**src/rtl/key_debounce.sv**
```systemverilog
// Push-button conditioner: synchronises the raw active-low key, filters contact bounce,
// and classifies presses into press/release/click/long-press events plus a press counter.
module key_debounce #(
    parameter int unsigned DEBOUNCE_CYCLES = 1_000_000,
    parameter int unsigned LONG_CYCLES     = 50_000_000
) (
    input  logic       clk,
    input  logic       rst_n,
    input  logic       key_n,
    output logic       key_level,
    output logic       press_p,
    output logic       release_p,
    output logic       click_p,
    output logic       long_p,
    output logic [7:0] press_cnt
);

    localparam int unsigned DB_W   = $clog2(DEBOUNCE_CYCLES);
    localparam int unsigned HOLD_W = $clog2(LONG_CYCLES + 1);

    localparam logic [DB_W-1:0]   DB_LAST   = DB_W'(DEBOUNCE_CYCLES - 1);
    localparam logic [HOLD_W-1:0] HOLD_LAST = HOLD_W'(LONG_CYCLES - 1);
    localparam logic [HOLD_W-1:0] HOLD_MAX  = HOLD_W'(LONG_CYCLES);

    generate
        if (DEBOUNCE_CYCLES < 2) begin : g_bad_debounce
            $error("key_debounce: DEBOUNCE_CYCLES must be at least 2");
        end
        if (LONG_CYCLES < 1) begin : g_bad_long
            $error("key_debounce: LONG_CYCLES must be at least 1");
        end
    endgenerate

    typedef enum logic [1:0] {
        RELEASED,
        PRESSED,
        LONG_HELD
    } state_t;

    state_t            state;
    logic [1:0]        sync;
    logic              k_s;
    logic [DB_W-1:0]   db_cnt;
    logic [HOLD_W-1:0] hold_cnt;
    logic              disagree;
    logic              accept;

    assign k_s = sync[1];

    // k_s is active-low; key_level is active-high, so they disagree when equal.
    always_comb begin
        disagree = (k_s == key_level);
        accept   = disagree && (db_cnt == DB_LAST);
    end

    always_ff @(posedge clk or negedge rst_n) begin
        if (!rst_n) begin
            sync <= '1;
        end else begin
            sync <= {sync[0], key_n};
        end
    end

    always_ff @(posedge clk or negedge rst_n) begin
        if (!rst_n) begin
            db_cnt <= '0;
        end else if (!disagree || accept) begin
            db_cnt <= '0;
        end else begin
            db_cnt <= db_cnt + 1'b1;
        end
    end

    always_ff @(posedge clk or negedge rst_n) begin
        if (!rst_n) begin
            state     <= RELEASED;
            key_level <= 1'b0;
            press_p   <= 1'b0;
            release_p <= 1'b0;
            click_p   <= 1'b0;
            long_p    <= 1'b0;
            press_cnt <= '0;
            hold_cnt  <= '0;
        end else begin
            press_p   <= 1'b0;
            release_p <= 1'b0;
            click_p   <= 1'b0;
            long_p    <= 1'b0;

            case (state)
                RELEASED: begin
                    if (accept) begin
                        state     <= PRESSED;
                        key_level <= 1'b1;
                        press_p   <= 1'b1;
                        press_cnt <= press_cnt + 8'd1;
                        hold_cnt  <= '0;
                    end
                end

                // Release acceptance is checked first so it beats a coincident long threshold.
                PRESSED: begin
                    if (accept) begin
                        state     <= RELEASED;
                        key_level <= 1'b0;
                        release_p <= 1'b1;
                        click_p   <= 1'b1;
                    end else begin
                        if (hold_cnt != HOLD_MAX) begin
                            hold_cnt <= hold_cnt + 1'b1;
                        end
                        if (hold_cnt == HOLD_LAST) begin
                            state  <= LONG_HELD;
                            long_p <= 1'b1;
                        end
                    end
                end

                LONG_HELD: begin
                    if (accept) begin
                        state     <= RELEASED;
                        key_level <= 1'b0;
                        release_p <= 1'b1;
                    end
                end

                default: begin
                    state     <= RELEASED;
                    key_level <= 1'b0;
                end
            endcase
        end
    end

endmodule

```
**config.mk**
```make
export PLATFORM = sky130hd
export DESIGN_NAME = key_debounce
export DESIGN_NICKNAME = d
export VERILOG_FILES = /design/src/rtl/key_debounce.sv
export SDC_FILE = /design/constraint.sdc
export NUM_CORES = 1
export LEC_CHECK = 0
export ABC_AREA = 1
export CAP_MARGIN = 5
export CORE_ASPECT_RATIO = 0.6
export CORE_UTILIZATION = 46
export CTS_BUF_LIST = sky130_fd_sc_hd__clkbuf_4 sky130_fd_sc_hd__clkbuf_8
export DETAILED_ROUTE_END_ITERATION = 10
export GPL_ROUTABILITY_DRIVEN = 0
export HOLD_SLACK_MARGIN = 0.02
export PLACE_DENSITY = 0.65
export SYNTH_ARGS = -nofsm -noshare
export SYNTH_HDL_FRONTEND = slang
export SYNTH_SLANG_ARGS = --single-unit
```
**constraint.sdc**
```tcl
create_clock -name clk -period 1.69 [get_ports clk]
set_input_delay 0.169 -clock clk [delete_from_list [all_inputs] [get_ports clk]]
set_output_delay 0.169 -clock clk [all_outputs]
set_load 0.05 [all_outputs]
```
After elaboration in Yosys (flattened, before gate mapping) --
Cells that the tools add are included.
Operators by class: multiplexer cells 20, equality and inequality tests 12, reduce and logical (&&, ||, !) cells 10, add/sub/neg operators 3
Operators by type and width (count):
- $mux 26 | 3
- $pmux 26 s2 | 1
- $add 26x1->26 const B | 1
- $eq 26x26->1 const B | 1
- $ne 26x26->1 const B | 1
- $add 20x1->20 const B | 1
- $eq 20x20->1 const B | 1
- $mux 20 | 1
- $mux 1 | 9
- $add 8x1->8 const B | 1
- $mux 2 | 4
- $ne 2x2->1 const B | 4
- $pmux 2 s3 | 1
- $reduce_and 2->1 | 2
- $reduce_and 4->1 | 1
- $ne 3x3->1 const B | 1
- $reduce_and 3->1 | 1
- $eq 2x1->1 const B | 1
- $eq 2x2->1 const B | 1
- $logic_not 2->1 | 1
- $ne 2x1->1 const B | 1
- $pmux 1 s2 | 1
- $reduce_bool 2->1 | 1
- $reduce_or 2->1 | 1
- other kinds (4) | 4
Word-level totals: register bits after elaboration 63, output and inout port bits 13, logic and storage cells 55, input port bits 3

Depth between registers and ports, before layout --
Gate-level depths: netlist of the first run.
depth in word-level cells 4, mapped depth 13, mapped depth without buffers 12

Worst setup path before layout of the first run --
OpenSTA, ideal clock, no wires.
path kind register -> register, start register key_level, end register hold_cnt[8], data arrival time 1.579 ns, period minus slack after synthesis 1.696 ns, stages on the path, launching flop included 8, setup slack -0.006 ns, path buffers 1, required time 1.573 ns, library setup time 0.117 ns, cells stage by stage dfrtp_1 -> xnor2_2 -> nand4_4 -> nand2_4 -> nand3_4 -> buf_6 -> nand2_1 -> nand2_1
Between the ends: word-level cells in the longest chain between the ends 4, elaborated cells on any way between the ends 5, classes of those cells eq/ne (3); reduce/logical (2)
RTL lines:
- start: declaration | RTL line 10 | output logic key_level,
- start signal: assignment | RTL line 77 | key_level <= 1'b0;
- start signal: assignment | RTL line 94 | key_level <= 1'b1;
- start signal: assignment | RTL line 105 | key_level <= 1'b0;
- $eq 1x1->1 (*) | RTL line 52 | disagree = (k_s == key_level);
- $logic_and 1x1->1 (*) | RTL line 53 | accept = disagree && (db_cnt == DB_LAST);
- $ne 2x2->1 (no source line)
- $reduce_and 4->1 (no source line) (*)
- end signal: assignment | RTL line 110 | hold_cnt <= hold_cnt + 1'b1;
- end: declaration | RTL line 44 | logic [HOLD_W-1:0] hold_cnt;
Every way passes the cells marked *; elsewhere a longest branch is shown, timed or not. A chain may end at the register's enable or synchronous reset.

Worst setup path in the final report of the first run --
start register hold_cnt[8], end register hold_cnt[11]
Between the ends: word-level cells in the longest chain between the ends 4, elaborated cells on any way between the ends 7, classes of those cells add/sub (1); eq/ne (2); mux (3); reduce/logical (1)
RTL lines:
- $add 26x1->26 | RTL line 110
- $mux 26 | RTL line 109 | if (hold_cnt != HOLD_MAX) begin
- $mux 26 | RTL line 103 | if (accept) begin
- $pmux 26 s2 | RTL line 90 | case (state)
Parallel ways exist; a longest one is shown, timed or not. The select of a mux whose other input is x is not followed.

==> results.md, run 1 <==
- Cell accounting for the most synthesized area: dfrtp_1
- Cell area after synthesis: 4040 um2
- Outcome: finished, violations left
- Area contributors post-synth: dfrtp_1 (38%), nand2_1 (18%), nor2_1 (8.1%)
- Post-synth top area share: 0.378
- Worst hold-check path type: input pin to register
- Gr usage total: 0.267
- Syn Area/Cell: ~7 um2
- Setup CP Type: register to register
- Max Cap Viol: 0
- WP data required: 1.94 ns
- Die W: about 120 um
- Cells after Synth: 570
- Initial antenna violation count: 0
- Worst-margin pin slew: 0.496 ns
- Routed length per instance: 14.9 um
- Initial core utilization: 0.474
- Wire length of the first global-routing pass: approximately 18000 um
- Crit-path max FO: 7
- Crit path time final: about 1.8 ns
- Fin area: between 5000 and 6000 um2
- Register area share after synthesis: 0.391
- I/O Buffers: 15
- Die H: 74.6 um
- Main synth FF type: dfrtp_1
- Worst IR Drop VDD: 0.000368 V
- Fillers: 784
- CTS tree: built
- Setup TNS: -1.73 ns
- WL final: roughly 11000 um
- Cell Pwr Density: 595 nW/um2
- Largest net degree at the start of global routing: between 40 and 50
- Final Slew Violations: 0
- Post-DRT Antenna Nets: 0
- Clock skew: 0.0125 ns
- Total CTS buffers: 9
- Number of synthesized flops with an enable pin: 0
- Die ar.: 9170 um2
- Clock tree buffer depth: 2
- DR vias: 3959
- Arrival time of the worst setup path: 2.04 ns
- Syn nets: 580
- CORE AREA: 8520 um2
- Site Rows: 26
- LEAKAGE: about 2.4 nW
- Iter 0 DRT Violations: 394
- Hpwl dp: 7960 um
- First-pass iteration count of the detailed router: 6
- #FFs+latches synth: 63
- Vias per cell: 5.21
- Final Hold Vio Count: 0
- RSZ-0062 raised after global routing: yes
- Area growth syn-to-layout: 28.6%
- Number of distinct library cells after synthesis: 33
- Antenna diodes: 0
- Clk slew on worst S/H paths: 0.07 ns
- Vias in the first global route: 3531
- Final setup margin: -0.0956 ns
- Fmax: between 500 and 600 MHz
- DRC: 0
- CP startpoint kind: register
- # setup viols final: 26
- Post-DP Area: 4630 um2
- Clk_lat worst skew: 0.36 ns
- Ys async rst share: 1.00
- # IOs: 16
- Final-stage net count: between 600 and 700
- Crit share post-route: 1.06
- Grt ovf: 0
- Clock Tree Root: clkbuf_8
- Synth Warn #: 0
- Endpoint class of the critical path: register
- Relative slew margins: 0.668
- Layout cells sized above 1: 0.269
- Failing checks: negative setup slack
- H-tree depth: 3
- Clk sinks: 63
-- layer usage --
metal,GRT usage,wire [um],vias to the layer above
li1,-,-,1930
met1,0.407,5620,1838
met2,0.346,4420,178
met3,0.0913,1190,13
met4,0.0813,114,0
met5,0,0,-
-- cell usage after synthesis (all sizes together), types with 2 or more instances --
master,count
nor2,101
xor2,19
clkinv,2
o21bai,2
dfstp,2
a21oi,7
nand4,19
ha,7
nand2,202
nor3,20
inv,65
nand3,38
o21ai,7
dfrtp,61
xnor2,5
buf,7
-- state kept, by name, summed over array words and instances (netlist names) --
register and flops:
state 2, release_p 1, press_cnt 8, db_cnt 20
hold_cnt 26, long_p 1, click_p 1, key_level 1
sync 2, press_p 1
-- layout make-up --
class / instances / area, um2 / area share
clock buffer: 12 / 146 / 0.0282
sequential: 63 / 1580 / 0.305
tap: 112 / 140 / 0.0270
inverter: 67 / 255 / 0.0492
clock inverter: 4 / 70.1 / 0.0135
multi-input combinational: 432 / 2340 / 0.451
timing repair buffer: 70 / 652 / 0.126
-- timing repair --
item,in CTS,in global routing
endpoints found under the setup margin,28,41
hold buffers,1,0
setup buffers,0,6
pin swaps,0,22
gates resized for setup,10,63
gates cloned,1,2
endpoints found under the hold margin,17,0
-- cells by family after synthesis --
| group | synth area share |
|---|---|
| XOR/XNOR | 0.0539 |
| AND/OR/NAND/NOR | 0.432 |
| adder cells (fa/ha/maj) | 0.0217 |
| flip-flops | 0.391 |
| buffers and inverters | 0.0766 |
| AO/OA/AOI/OAI | 0.0248 |
-- worst max-delay path, cell delays in order, from the launching register on --
cell     delay (ns)
dfrtp_1        0.48
nand2_1        0.15
nor2_1         0.25
nand2_1        0.14
nor2_1         0.29
xor2_1         0.18
nor2_1         0.06
nand3_1        0.08
nand2_1        0.05
-- metrics by stage --
stage	power, mW	util	hold slack, ns	cells	worst slack, ns
floorplan	1.58	-	-0.127	570	0.0167
global placement	1.63	0.544	0.150	734	0.0115
detailed placement	1.63	0.544	0.152	734	-0.0973
CTS	3.12	0.575	0.211	752	-0.00382
global route	3.20	0.609	0.217	760	-0.150
finish	3.09	0.609	0.221	760	-0.0956
-- power by group --
| part | internal [mW] | switching (mW) |
|---|---|---|
| combinational | 0.0279 | 0.0562 |
| sequential | 1.52 | 0.00908 |
| clock | 0.875 | 0.604 |
-- layout by cell type (no fill, tap or decap), types with 7 or more instances in the layout --
cell and n:
a21oi_1 7, nor3_1 19, nand2_2 33, dfrtp_1 57, nor2_2 10, nor2_1 80, nand2_1 161, nand3_1 28
buf_4 53, inv_2 10, xor2_1 19, nor2_4 11, nand3_2 7, o21ai_0 7, inv_1 54, nand4_1 18
clkbuf_8 9, nand2_4 8
-- path summary, 6_finish.rpt --
path / startpoint / to / slack, ns / cells after the start
setup / recovery: hold_cnt[8] / hold_cnt[11] / -0.1 / 8
hold / removal: key_n / sync[0] / 0.22 / 1
setup reg to reg: hold_cnt[8] / hold_cnt[11] / -0.1 / 8
hold reg to reg: sync[0] / sync[1] / 0.36 / 0
max in group asynchronous: rst_n / sync[1] / 0.73 / 3
min in group asynchronous: rst_n / hold_cnt[18] / 0.28 / 2
No activity file was read; power rests on OpenSTA's default activity.
==> run 2: changes to the inputs <==
--- a/config.mk
+++ b/config.mk
@@ -10,6 +10,7 @@
 export CORE_ASPECT_RATIO = 0.6
 export CORE_UTILIZATION = 46
 export CTS_BUF_LIST = sky130_fd_sc_hd__clkbuf_4 sky130_fd_sc_hd__clkbuf_8
+export CTS_CLUSTER_SIZE = 30
 export DETAILED_ROUTE_END_ITERATION = 10
 export GPL_ROUTABILITY_DRIVEN = 0
 export HOLD_SLACK_MARGIN = 0.02
==> results of run 2 <==
The final DEF is identical to that of run 1; final timing and power are the same.
==> run 3: changes to the inputs <==
--- a/config.mk
+++ b/config.mk
@@ -15,6 +15,7 @@
 export GPL_ROUTABILITY_DRIVEN = 0
 export HOLD_SLACK_MARGIN = 0.02
 export PLACE_DENSITY = 0.65
+export SLEW_MARGIN = 20
 export SYNTH_ARGS = -nofsm -noshare
 export SYNTH_HDL_FRONTEND = slang
 export SYNTH_SLANG_ARGS = --single-unit
==> results of run 3 <==
The final DEF is identical to that of run 1; final timing and power are the same.
